[src/rtl/dsp_pkg.sv]
// dsp_pkg: shared constants and FSM state type for the DSP MAC sequencer.
// Opmode encodings target a DSP48A1 slice with CARRYINSEL=OPMODE5.
package dsp_pkg;

  localparam int DATA_W_DEF = 18;
  localparam int ACC_W_DEF  = 48;

  localparam logic [7:0] OPM_FIRST = 8'h01;
  localparam logic [7:0] OPM_ACC   = 8'h09;
  localparam logic [7:0] OPM_HOLD  = 8'h08;

  typedef enum logic [1:0] {
    IDLE,
    RUN,
    DRAIN,
    DONE
  } state_t;

endpackage

[src/rtl/dsp_mac_sequencer_if.sv]
// dsp_mac_sequencer_if: operand input stream and result output stream.
// slave is the sequencer's view, master the producer/consumer side.
interface dsp_mac_sequencer_if
  import dsp_pkg::*;
#(
  parameter int DATA_W = DATA_W_DEF,
  parameter int OUT_W  = 32
);

  logic              s_valid;
  logic              s_ready;
  logic [DATA_W-1:0] s_a;
  logic [DATA_W-1:0] s_b;
  logic              m_valid;
  logic              m_ready;
  logic [OUT_W-1:0]  m_data;
  logic              m_carry;
  logic              m_sat;

  modport slave (
    input  s_valid, s_a, s_b, m_ready,
    output s_ready, m_valid, m_data, m_carry, m_sat
  );

  modport master (
    output s_valid, s_a, s_b, m_ready,
    input  s_ready, m_valid, m_data, m_carry, m_sat
  );

endinterface

[src/rtl/dsp_opm_delay.sv]
// dsp_opm_delay: W-bit x DEPTH-deep register delay line for opmode tags.
// Every stage resets asynchronously to zero.
module dsp_opm_delay #(
  parameter int W     = 8,
  parameter int DEPTH = 1
) (
  input  logic         clk,
  input  logic         rst,
  input  logic [W-1:0] d,
  output logic [W-1:0] q
);

  logic [W-1:0] pipe [DEPTH];

  // shift the tag one stage per cycle
  always_ff @(posedge clk or posedge rst) begin
    if (rst) begin
      for (int i = 0; i < DEPTH; i++)
        pipe[i] <= '0;
    end else begin
      pipe[0] <= d;
      for (int i = 1; i < DEPTH; i++)
        pipe[i] <= pipe[i-1];
    end
  end

  assign q = pipe[DEPTH-1];

endmodule

[src/rtl/dsp_mac_sequencer.sv]
// dsp_mac_sequencer: drives a DSP48A1 slice through a cfg_len-product MAC
// and returns P/CARRYOUT as one result word. Optional macro: MAC_SAT_EN.
module dsp_mac_sequencer
  import dsp_pkg::*;
#(
  parameter int DATA_W   = DATA_W_DEF,
  parameter int ACC_W    = ACC_W_DEF,
  parameter int LEN_W    = 8,
  parameter int OUT_W    = 32,
  parameter int PIPE_LAT = 3,
  parameter int OPM_SKEW = 1
) (
  input  logic              clk,
  input  logic              rst,
  input  logic              start,
  input  logic [LEN_W-1:0]  cfg_len,
  output logic              busy,
  dsp_mac_sequencer_if.slave io,
  output logic [DATA_W-1:0] dsp_a,
  output logic [DATA_W-1:0] dsp_b,
  output logic [7:0]        dsp_opmode,
  input  logic [ACC_W-1:0]  dsp_p,
  input  logic              dsp_carryout
);

  localparam int CNT_W = $clog2(PIPE_LAT + 1);

  state_t             state, state_n;
  logic [LEN_W-1:0]   remaining;
  logic               first;
  logic [CNT_W-1:0]   cnt;
  logic               accept, load, capture, zero_job;
  logic [7:0]         tag;
  logic [OUT_W-1:0]   res;
  logic               sat;
  logic [OUT_W-1:0]   m_data_q;
  logic               m_carry_q, m_sat_q;

  // state register
  always_ff @(posedge clk or posedge rst) begin
    if (rst) state <= IDLE;
    else     state <= state_n;
  end

  // next state, beat acceptance and opmode tag
  always_comb begin
    state_n  = state;
    tag      = OPM_HOLD;
    accept   = 1'b0;
    load     = 1'b0;
    capture  = 1'b0;
    zero_job = 1'b0;
    unique case (state)
      IDLE: begin
        if (start && cfg_len != '0) begin
          load    = 1'b1;
          state_n = RUN;
        end else if (start) begin
          zero_job = 1'b1;
          state_n  = DONE;
        end
      end
      RUN: begin
        if (io.s_valid) begin
          accept = 1'b1;
          tag    = first ? OPM_FIRST : OPM_ACC;
          if (remaining == LEN_W'(1))
            state_n = DRAIN;
        end
      end
      DRAIN: begin
        if (cnt == CNT_W'(PIPE_LAT)) begin
          capture = 1'b1;
          state_n = DONE;
        end
      end
      DONE: begin
        if (io.m_ready)
          state_n = IDLE;
      end
      default: state_n = IDLE;
    endcase
  end

  // beat bookkeeping and drain wait counter
  always_ff @(posedge clk or posedge rst) begin
    if (rst) begin
      remaining <= '0;
      first     <= 1'b0;
      cnt       <= '0;
    end else begin
      if (load) begin
        remaining <= cfg_len;
        first     <= 1'b1;
      end else if (accept) begin
        remaining <= remaining - 1'b1;
        first     <= 1'b0;
      end
      if (state == DRAIN) cnt <= cnt + 1'b1;
      else                cnt <= '0;
    end
  end

  // operand registers hold through bubbles
  always_ff @(posedge clk or posedge rst) begin
    if (rst) begin
      dsp_a <= '0;
      dsp_b <= '0;
    end else if (accept) begin
      dsp_a <= io.s_a;
      dsp_b <= io.s_b;
    end
  end

  // tag lags the operand register by OPM_SKEW cycles
  dsp_opm_delay #(
    .W     (8),
    .DEPTH (OPM_SKEW + 1)
  ) u_opm_delay (
    .clk (clk),
    .rst (rst),
    .d   (tag),
    .q   (dsp_opmode)
  );

`ifdef MAC_SAT_EN
  // clamp when P does not fit in OUT_W bits or the accumulator wrapped
  always_comb begin
    sat = (|dsp_p[ACC_W-1:OUT_W]) | dsp_carryout;
    res = sat ? '1 : dsp_p[OUT_W-1:0];
  end
`else
  logic unused_p_hi;
  assign unused_p_hi = ^dsp_p[ACC_W-1:OUT_W];

  // plain truncation of P
  always_comb begin
    sat = 1'b0;
    res = dsp_p[OUT_W-1:0];
  end
`endif

  // result capture, held until the handshake
  always_ff @(posedge clk or posedge rst) begin
    if (rst) begin
      m_data_q  <= '0;
      m_carry_q <= 1'b0;
      m_sat_q   <= 1'b0;
    end else if (zero_job) begin
      m_data_q  <= '0;
      m_carry_q <= 1'b0;
      m_sat_q   <= 1'b0;
    end else if (capture) begin
      m_data_q  <= res;
      m_carry_q <= dsp_carryout;
      m_sat_q   <= sat;
    end
  end

  assign busy       = (state != IDLE);
  assign io.s_ready = (state == RUN);
  assign io.m_valid = (state == DONE);
  assign io.m_data  = m_data_q;
  assign io.m_carry = m_carry_q;
  assign io.m_sat   = m_sat_q;

endmodule

[src/flat_wrapper.sv]
// flat-port wrapper written by rule: the top's interface ports become plain ports
module dsp_mac_sequencer_flat import dsp_pkg::*;
#(
  parameter int DATA_W   = DATA_W_DEF,
  parameter int ACC_W    = ACC_W_DEF,
  parameter int LEN_W    = 8,
  parameter int OUT_W    = 32,
  parameter int PIPE_LAT = 3,
  parameter int OPM_SKEW = 1
)
  (clk, rst, start, cfg_len, busy, dsp_a, dsp_b, dsp_opmode, dsp_p, dsp_carryout, io_s_valid, io_s_a, io_s_b, io_m_ready, io_s_ready, io_m_valid, io_m_data, io_m_carry, io_m_sat);
  dsp_mac_sequencer_if #(.DATA_W(DATA_W), .OUT_W(OUT_W)) io_i ();
  input  logic clk;
  input  logic rst;
  input  logic start;
  input  logic [LEN_W-1:0] cfg_len;
  output logic busy;
  output logic [DATA_W-1:0] dsp_a;
  output logic [DATA_W-1:0] dsp_b;
  output logic [7:0] dsp_opmode;
  input  logic [ACC_W-1:0] dsp_p;
  input  logic dsp_carryout;
  input wire logic [$bits(io_i.s_valid)-1:0] io_s_valid;
  input wire logic [$bits(io_i.s_a)-1:0] io_s_a;
  input wire logic [$bits(io_i.s_b)-1:0] io_s_b;
  input wire logic [$bits(io_i.m_ready)-1:0] io_m_ready;
  output wire logic [$bits(io_i.s_ready)-1:0] io_s_ready;
  output wire logic [$bits(io_i.m_valid)-1:0] io_m_valid;
  output wire logic [$bits(io_i.m_data)-1:0] io_m_data;
  output wire logic [$bits(io_i.m_carry)-1:0] io_m_carry;
  output wire logic [$bits(io_i.m_sat)-1:0] io_m_sat;
  assign io_i.s_valid = io_s_valid;
  assign io_i.s_a = io_s_a;
  assign io_i.s_b = io_s_b;
  assign io_i.m_ready = io_m_ready;
  assign io_s_ready = io_i.s_ready;
  assign io_m_valid = io_i.m_valid;
  assign io_m_data = io_i.m_data;
  assign io_m_carry = io_i.m_carry;
  assign io_m_sat = io_i.m_sat;
  dsp_mac_sequencer #(.DATA_W(DATA_W), .ACC_W(ACC_W), .LEN_W(LEN_W), .OUT_W(OUT_W), .PIPE_LAT(PIPE_LAT), .OPM_SKEW(OPM_SKEW)) u_core (.clk(clk), .rst(rst), .start(start), .cfg_len(cfg_len), .busy(busy), .io(io_i), .dsp_a(dsp_a), .dsp_b(dsp_b), .dsp_opmode(dsp_opmode), .dsp_p(dsp_p), .dsp_carryout(dsp_carryout));
endmodule
[config.mk]
export PLATFORM = sky130hd
export DESIGN_NAME = dsp_mac_sequencer_flat
export DESIGN_NICKNAME = d
export VERILOG_FILES = /design/src/rtl/dsp_pkg.sv /design/src/rtl/dsp_mac_sequencer_if.sv /design/src/rtl/dsp_opm_delay.sv /design/src/rtl/dsp_mac_sequencer.sv /design/src/flat_wrapper.sv
export SDC_FILE = /design/constraint.sdc
export NUM_CORES = 1
export LEC_CHECK = 0
export ABC_CLOCK_PERIOD_IN_PS = 4400
export CAP_MARGIN = 15
export CORE_MARGIN = 2
export CORE_UTILIZATION = 43
export DETAILED_ROUTE_END_ITERATION = 12
export GPL_ROUTABILITY_DRIVEN = 0
export PLACE_DENSITY = 0.81
export SYNTH_ARGS = -nofsm -noshare
export SYNTH_HDL_FRONTEND = slang
export SYNTH_SLANG_ARGS = --single-unit
export TNS_END_PERCENT = 30
[constraint.sdc]
create_clock -name clk -period 4.4 [get_ports clk]
set_input_delay 0.88 -clock clk [delete_from_list [all_inputs] [get_ports clk]]
set_output_delay 0.88 -clock clk [all_outputs]
set_load 0.03 [all_outputs]
==> results of run 1 <==
worst max-delay path: stages:
cell and delay [ns]:
clkdlybuf4s50_1 0.56, nand2_1 0.18, inv_1 0.51, buf_4 0.41, mux2_2 0.38
layout make-up:
| type | count | area (um2) | share of cell area |
|---|---|---|---|
| Sequential cell | 86 | 2150 | 0.394 |
| Inverter | 7 | 27.5 | 0.00503 |
| Timing Repair Buffer | 161 | 1620 | 0.297 |
| Clock buffer | 11 | 141 | 0.0259 |
| Tap cell | 105 | 131 | 0.0240 |
| Clock inverter | 5 | 82.6 | 0.0151 |
| Multi-Input combinational cell | 206 | 1310 | 0.240 |
placed cells by master, fill, tap and decap left out, types with 6 or more instances in the layout:
cell and n:
a21oi_1 34, clkbuf_8 10, clkdlybuf4s50_1 155, conb_1 7, dfrtp_1 86, ha_1 8, inv_1 6, mux2_2 37
nand2_1 80, o21ai_0 6, xnor2_1 6
sequential cells by signal (all words and copies together), names as in the netlist:
register / count
u_core.cnt: 2
u_core.dsp_a: 18
u_core.dsp_b: 18
u_core.first: 1
u_core.io.m_carry: 1
u_core.io.m_data: 32
u_core.remaining: 8
u_core.state: 2
u_core.u_opm_delay.pipe: 2
u_core.u_opm_delay.q: 2
worst max-delay path by stage:
stage | start | to | slack, ns | cells after the start
floorplan | rst | u_core.cnt[0]$_DFF_PP0_ | 1.30 | 1
global placement | io_s_valid | u_core.dsp_b[17]$_DFFE_PP0P_ | 1.37 | 5
detailed placement | io_s_valid | u_core.dsp_b[14]$_DFFE_PP0P_ | 1.33 | 5
CTS | u_core.state[1]$_DFFE_PP0P_ | io_s_ready | 1.66 | 3
global route | io_s_valid | u_core.dsp_a[7]$_DFFE_PP0P_ | 1.59 | 5
finish | io_s_valid | u_core.dsp_b[14]$_DFFE_PP0P_ | 1.69 | 5
Yosys cell counts, types with 2 or more instances:
cell type / count
xnor2_1: 6
buf_2: 4
nor2_1: 5
o21ai_1: 2
o21ai_0: 6
clkbuf_1: 10
a21oi_1: 34
nand2b_1: 2
ha_1: 8
nand2_1: 80
inv_1: 7
dfrtp_1: 86
mux2_2: 37
buf_4: 9
nor4_1: 4
and2_1: 2
routing by layer:
metal / share of wire / wire, um
met5: 0 / 0
met2: 0.49 / 3890
met3: 0.085 / 676
met4: 0.010 / 82
met1: 0.41 / 3270
cell families after synthesis:
group                    synth area share
multiplexers                        0.122
XOR/XNOR                           0.0171
flip-flops                          0.599
AO/OA/AOI/OAI                      0.0690
buffers and inverters              0.0432
AND/OR/NAND/NOR                     0.121
other                             0.00104
adder cells (fa/ha/maj)            0.0279
metrics by stage:
stage,hold slack (ns),utilization
after floorplan,0.331,-
after global placement,0.334,0.636
after detailed placement,0.335,0.636
after CTS,0.354,0.664
after global routing,0.365,0.669
final,0.351,0.669
power groups by stage:
stage | Combinational, mW | Sequential [mW] | Clock (mW)
finish | 2.09 | 1.37 | 0.604
global route | 2.23 | 1.42 | 0.655
CTS | 2.11 | 1.38 | 0.620
detailed placement | 2.10 | 1.39 | 0
global placement | 2.07 | 1.37 | 0
floorplan | 0.642 | 1.98 | 0
==> flow_summary.toml, run 1 <==
[route]
avgViaCountPerCell = 4.79
routed-via-count = 2784
post_drt_wl_per_cell_um = 13.6
drt_iter0_drc = 85
firstDrtPassIters = 4
drc = 0
wl_mm = 7.92
antenna_left = 0

[grt]
busiest_layer = "met2"
grtUsageMet1 = 0.217
antenna_found_initial = 0
grt.total_usage = 0.170
met3_usage = 0.0451
grt_pass1_vias = 2587
grt_pass1_wl_mm = 12.1
grt_use_met2 = 0.284
grt_max_degree = 62
grt-ovfl-total = 0

[power]
netSwitchingPower_mw = 1.59
p_total_mw = 4.07
power_switching_share = 0.392
powerDensity_nw_per_um2 = 743
p_clk_frac = 0.149
comb_power_share = 0.514
p_seq_frac = 0.337
p_leak_nw = 2.32
ir_worst_vdd_mv = 0.394
power.internal_mw = 2.47

[floorplan]
num_io_pins = 179
core_um2 = 8180
start_util = 0.439
die_width_um = 95.4
die_y_um = 95.4
dieArea_um2 = 9100
rows = 33

[critical_path]
worst_setup_path_start_kind = "primary input"
reg2reg_setup_slack_ns = 2.01
path_max_fanout = 24
arrival_ns = 2.93
endpoint_kind = "flip-flop"
worstSetupPathType = "in -> reg"
r2r_cells = 6
required_ns = 4.62
r2r_start = "u_core.state[1]$_DFFE_PP0P_"
timing.rr.end = "u_core.dsp_b[14]$_DFFE_PP0P_"

[place]
dpl-instance-area_um2 = 5200
dp_slack_ns = 1.33
port-buffer-count = 155
dp.cells = 563
dp_hpwl_mm = 5.63

[timing]
finalWorstSetupSlack_ns = 1.69
clock_skew_ns = 0.0117
period_needed_ns = 2.71
setup-tns-final_ns = 0
fin_crit_sh = 0.615
drv_slew = 0
rsz0062_at_grt = "no"
worst_slew_pin_slew_ns = 1.09
slew_headroom = 0.269
hold_violations = 0
setup_viol = 0
fmax_ghz = 0.369

[synth]
yosysWarnings = 0
netlist_area_um2 = 3590
synth_edf_count = 0
synth_top_area_cell = "dfrtp_1"
yosys.cell_types.count = 31
synthArstFlopShare = 1.00
syn_area_per_cell_um2 = 11.3
yosysTopAreaCellShare = 0.599
yosys_register_bits = 86
synth-seq-area-share = 0.599
synthCells = 317
synth_area_leaders = "dfrtp_1 60%, mux2_2 12%, nand2_1 8.4%"
synthFlopType = "dfrtp_1"

[finish]
nFillCells = 625
n_antenna_cell = 0
drive_gt1_frac = 0.134
fin_area_um2 = 5470
area_growth_pct = 52.2
final_nets = 577
fin_cells = 581

[worst_hold_path]
hold_class = "reg -> reg"
whs_endpoint = "u_core.u_opm_delay.q[0]$_DFF_PP0_"
min_from = "u_core.u_opm_delay.pipe[8]$_DFF_PP0_"
min_path_cells = 0

[clock_tree]
ctsHtreeMaxLevel = 3
numCtsBuffers = 9
clk_latency_ns = 0.34
clkTransAtPathRegs_ns = 0.08
cts_setup_buffers = 0
clockRootBuffer = "clkbuf_8"
cts_resized = 0
cts_tree = "done"
clock_path_buffers = 2
cts_hold_buf = 0
cts.sinks = 86

[flow_run]
cap_violations = 0

[run_status]
status = "completed"
(Power assumes the default switching activity.)
==> inputs of run 2 (changes only) <==
--- a/config.mk
+++ b/config.mk
@@ -5,13 +5,13 @@
 export SDC_FILE = /design/constraint.sdc
 export NUM_CORES = 1
 export LEC_CHECK = 0
-export ABC_CLOCK_PERIOD_IN_PS = 4400
+export ABC_CLOCK_PERIOD_IN_PS = 2700
 export CAP_MARGIN = 15
 export CORE_MARGIN = 2
-export CORE_UTILIZATION = 43
+export CORE_UTILIZATION = 40
 export DETAILED_ROUTE_END_ITERATION = 12
 export GPL_ROUTABILITY_DRIVEN = 0
-export PLACE_DENSITY = 0.81
+export PLACE_DENSITY = 0.76
 export SYNTH_ARGS = -nofsm -noshare
 export SYNTH_HDL_FRONTEND = slang
 export SYNTH_SLANG_ARGS = --single-unit
==> constraint.sdc (replaced) <==
create_clock -name clk -period 2.7 [get_ports clk]
set_input_delay 0.54 -clock clk [delete_from_list [all_inputs] [get_ports clk]]
set_output_delay 0.54 -clock clk [all_outputs]
set_load 0.03 [all_outputs]
==> flow_summary.toml, run 2 (synthesized netlist as in run 1, its figures left out) <==
[run_status]
status = "completed"

[critical_path]
worstSetupPathType = "reg -> out"
endpoint_kind = "primary output"
path_max_fanout = 4
critical_path.max_stage_delay_ns = 0.73
crit_family = "buffers and inverters"
critPathBufInv = 2
cpMaxStageDelayCell = "clkdlybuf4s50_1"
arrival_ns = 1.85
worst_setup_path_start_kind = "flip-flop"
path_cells = "inv_1 -> ha_1 -> clkdlybuf4s50_1"
required_ns = 2.16

[timing]
fin_crit_sh = 0.886
clock_skew_ns = 0.00853
rsz0062_at_grt = "no"
finalWorstSetupSlack_ns = 0.308
period_needed_ns = 2.39
drv_slew = 0
slew_headroom = 0.315
setup_viol = 0
worst_slew_pin_slew_ns = 1.03
setup-tns-final_ns = 0
hold_violations = 0
fmax_ghz = 0.418
holdWs_ns = 0.348

[finish]
final_common_cell = "clkdlybuf4s50_1"
final_util = 0.628
drive_gt1_frac = 0.138
fin_area_um2 = 5480
final_cell_mix = "155 x clkdlybuf4s50_1, 86 x dfrtp_1, 80 x nand2_1, 37 x mux2_2, 34 x a21oi_1"
n_antenna_cell = 0
largest_register_ffs = 32
area_growth_pct = 52.5
fin_cells = 585
final_nets = 578

[power]
powerDensity_nw_per_um2 = 1190
p_leak_nw = 2.31
ir_worst_vdd_mv = 0.605
p_total_mw = 6.54

[grt]
grt_pass1_wl_mm = 13.8
antenna_found_initial = 0
grt_max_degree = 58
grt_pass1_vias = 2941
grt.total_usage = 0.175
grt-ovfl-total = 0

[floorplan]
die_y_um = 98.8
core_um2 = 8720
num_io_pins = 179
rows = 34
dieArea_um2 = 9750
die_width_um = 98.8
start_util = 0.412

[route]
post_drt_wl_per_cell_um = 13.9
drt_iter0_drc = 76
drc = 0
avgViaCountPerCell = 4.80
firstDrtPassIters = 4
routed-via-count = 2809
antenna_left = 0
wl_mm = 8.12

[place]
dp_hpwl_mm = 5.94
dp_slack_ns = 0.161
dp.cells = 569
dpl-instance-area_um2 = 5280
port-buffer-count = 155

[clock_tree]
cts_resized = 0
clockRootBuffer = "clkbuf_8"
cts_hold_buf = 0
cts_setup_buffers = 0
clk_latency_ns = 0.35
ctsHtreeMaxLevel = 3
clkTransAtPathRegs_ns = 0.09
clock_path_buffers = 2
cts.sinks = 86
cts_tree = "done"
numCtsBuffers = 9

[flow_run]
cap_violations = 0

[worst_hold_path]
hold_class = "reg -> reg"
## run 2: final timing paths
path,start,end,slack (ns),cells after the start
worst min-delay path,u_core.u_opm_delay.pipe[8]$_DFF_PP0_,u_core.u_opm_delay.q[0]$_DFF_PP0_,0.35,0
worst max-delay path,u_core.state[1]$_DFFE_PP0P_,io_s_ready,0.31,3
worst max register to register,u_core.state[0]$_DFFE_PP0P_,u_core.remaining[1]$_DFFE_PP0P_,0.55,5
min in group asynchronous,rst,u_core.io.m_data[22]$_DFFE_PP0P_,0.61,3
worst min register to register,u_core.u_opm_delay.pipe[8]$_DFF_PP0_,u_core.u_opm_delay.q[0]$_DFF_PP0_,0.35,0
max in group asynchronous,rst,u_core.cnt[0]$_DFF_PP0_,1.78,3
## run 2: area by class of cell
class / instances / area [um2]
sequential: 86 / 2150
clock buffer: 9 / 124
fill: 698 / 3240
clock inverter: 7 / 72.6
inverter: 7 / 30.0
timing repair buffer: 162 / 1650
tap: 108 / 135
multi-input combinational: 206 / 1310
## run 2: per-layer routing
layer  share of wire  up-vias  GRT usage
li1                -     1347          -
met4           0.012        0     0.0421
met5               0        -          0
met1            0.42     1338      0.231
met3           0.091       11     0.0695
met2            0.48      113      0.273
## run 2: power breakdown
group / leakage, nW / internal (mW) / switching (mW)
sequential: 0.950 / 1.90 / 0.328
clock: 0.0956 / 0.429 / 0.455
combinational: 1.27 / 1.59 / 1.84
==> variant, RTL diff (config.mk and constraints of run 1) <==
`PIPE_LAT` is set to 3 in 2 places; all go to 5.
--- a/src/rtl/dsp_mac_sequencer.sv
+++ b/src/rtl/dsp_mac_sequencer.sv
@@ -7,7 +7,7 @@
   parameter int ACC_W    = ACC_W_DEF,
   parameter int LEN_W    = 8,
   parameter int OUT_W    = 32,
-  parameter int PIPE_LAT = 3,
+  parameter int PIPE_LAT = 5,
   parameter int OPM_SKEW = 1
 ) (
   input  logic              clk,
--- a/src/flat_wrapper.sv
+++ b/src/flat_wrapper.sv
@@ -5,7 +5,7 @@
   parameter int ACC_W    = ACC_W_DEF,
   parameter int LEN_W    = 8,
   parameter int OUT_W    = 32,
-  parameter int PIPE_LAT = 3,
+  parameter int PIPE_LAT = 5,
   parameter int OPM_SKEW = 1
 )
   (clk, rst, start, cfg_len, busy, dsp_a, dsp_b, dsp_opmode, dsp_p, dsp_carryout, io_s_valid, io_s_a, io_s_b, io_m_ready, io_s_ready, io_m_valid, io_m_data, io_m_carry, io_m_sat);
Behaviour: not the same (Yosys sat finds a counterexample within 10 cycles, from zero or initial values and one cycle with rst high).
==> variant against run 1 <==
- sequential cell count up 1
- power down 9.1%
- wire length up 10%
- sequential share of layout area down 0.18 points
- combinational power down 17%
- sequential power down 5%
- setup slack better by 0.0037 ns
- core utilization up 0.75 points
- synthesized area up 1.2%
- final area up 1.6%
- largest power group unchanged
==> variant: results (changes against run 1) <==
* Vias in the first global route at 2894 (was 2587)
* Clock slew at reported path FFs at 0.08 ns (about the same)
* Met3 Wirelength at 396 µm (was 676 µm)
* Global routing usage on met3 at 3.524% (was 4.506%)
* Wire length the detailed router placed on met1 at 3.477 mm (was 3.269 mm)
* Most frequent cells after synthesis: sky130_fd_sc_hd__dfrtp_1, sky130_fd_sc_hd__nand2_1, sky130_fd_sc_hd__mux2_1 (was sky130_fd_sc_hd__dfrtp_1, sky130_fd_sc_hd__nand2_1, sky130_fd_sc_hd__mux2_2)
* All-Layer GR Usage at 19.55% (was 16.97%)
* Number of search-and-repair iterations in the first detailed-routing pass at 6 (was 4)
* Status: finished, final reports clean (unchanged)
* Routed wire length at 8.728 mm (was 7.916 mm)
* Count of nets after finishing at 587 (was 577)
* Slack of the worst reg-to-reg path at 2.14 ns (was 2.01 ns)
* Hold WS at 0.3702 ns (was 0.3510 ns)
* Half-perimeter wire length after placement at 6.377 mm (was 5.631 mm)
* Maximum number of pins on one net before global-route repair at 63 (was 62)
* Post-placement worst setup slack at 1.498 ns (was 1.330 ns)
* Non-filler instance count after layout at 589 (was 581)
* Sum of met2 wire segment lengths after detailed routing at 4.577 mm (was 3.887 mm)
* Share of cells above drive strength 1 at 5.372% (was 13.45%)
* CP Launch Point: u_core.state[0]$_DFFE_PP0P_ (was io_s_valid)
* Final clock skew at 0.008803 ns (was 0.01170 ns)
* Root Driver: sky130_fd_sc_hd__clkbuf_8 (unchanged)
* Cell types with the largest area share after synthesis: sky130_fd_sc_hd__dfrtp_1, sky130_fd_sc_hd__mux2_1, sky130_fd_sc_hd__nand2_1 (was sky130_fd_sc_hd__dfrtp_1, sky130_fd_sc_hd__mux2_2, sky130_fd_sc_hd__nand2_1)
* Iteration-0 DRC count of the detailed router at 125 (was 85)
* IR drop worst, VDD at 402.3 µV (was 394.0 µV)
* Synthesized area per cell at 11.18 µm² (was 11.33 µm²)
* Met1 Usage GRT at 23.30% (was 21.67%)
* Diodes inserted at 0 (unchanged)
* Worst Tran Pin Value at 0.8598 ns (was 1.095 ns)
* Critical path fanouts, max at 4 (was 24)
* Global-route wire length before repair at 13.70 mm (was 12.08 mm)
* Number of placed instances with taps included at 571 (was 563)
* Leakage at 2.396 nW (was 2.323 nW)
* Worst EP arrival at 1.82 ns (was 2.93 ns)
* Met2 track demand over resource in global routing at 33.86% (was 28.40%)
* H-tree lvl count at 3 (unchanged)
* Share of synthesized area occupied by flip-flops and latches at 59.90% (was 59.91%)
[variant: path summary, 6_finish.rpt]
| check | endpoint | depth (start not counted) |
|---|---|---|
| setup / recovery | busy | 4 |
| hold / removal | u_core.u_opm_delay.q[0]$_DFF_PP0_ | 0 |
| setup reg to reg | u_core.remaining[7]$_DFFE_PP0P_ | 7 |
| hold reg to reg | u_core.u_opm_delay.q[0]$_DFF_PP0_ | 0 |
| max in group asynchronous | u_core.dsp_a[11]$_DFFE_PP0P_ | 4 |
| min in group asynchronous | u_core.dsp_a[3]$_DFFE_PP0P_ | 2 |
[variant: power breakdown]
| part | total (W) | internal [W] | switching, W |
|---|---|---|---|
| clock network | 0.000654 | 0.000377 | 0.000278 |
| registers | 0.00130 | 0.00112 | 0.000185 |
| logic | 0.00174 | 0.000784 | 0.000956 |
| total | 0.00370 | 0.00228 | 0.00142 |
[variant: kinds of logic after synthesis]
logic type	after synthesis	share of synthesized area (%)
buffers and inverters	33	4.578
XOR/XNOR	8	1.928
AND/OR/NAND/NOR	102	11.91
multiplexers	38	11.74
other	1	0.1032
adder cells (fa/ha/maj)	9	3.098
AO/OA/AOI/OAI	47	6.747
flip-flops	87	59.90
[variant: critical path: stages (launching register included)]
cell                              delay, ns
sky130_fd_sc_hd__dfrtp_1               0.40
sky130_fd_sc_hd__inv_1                 0.10
sky130_fd_sc_hd__ha_1                  0.23
sky130_fd_sc_hd__inv_1                 0.08
sky130_fd_sc_hd__clkdlybuf4s50_1       0.67
[variant: area by class of cell]
class,instances,area [µm²]
clock buffer,10,127.6
clock inverter,5,106.4
fill,641,2659
inverter,9,35.03
multi-input combinational,211,1316
sequential,87,2177
tap,105,131.4
timing repair buffer,162,1664
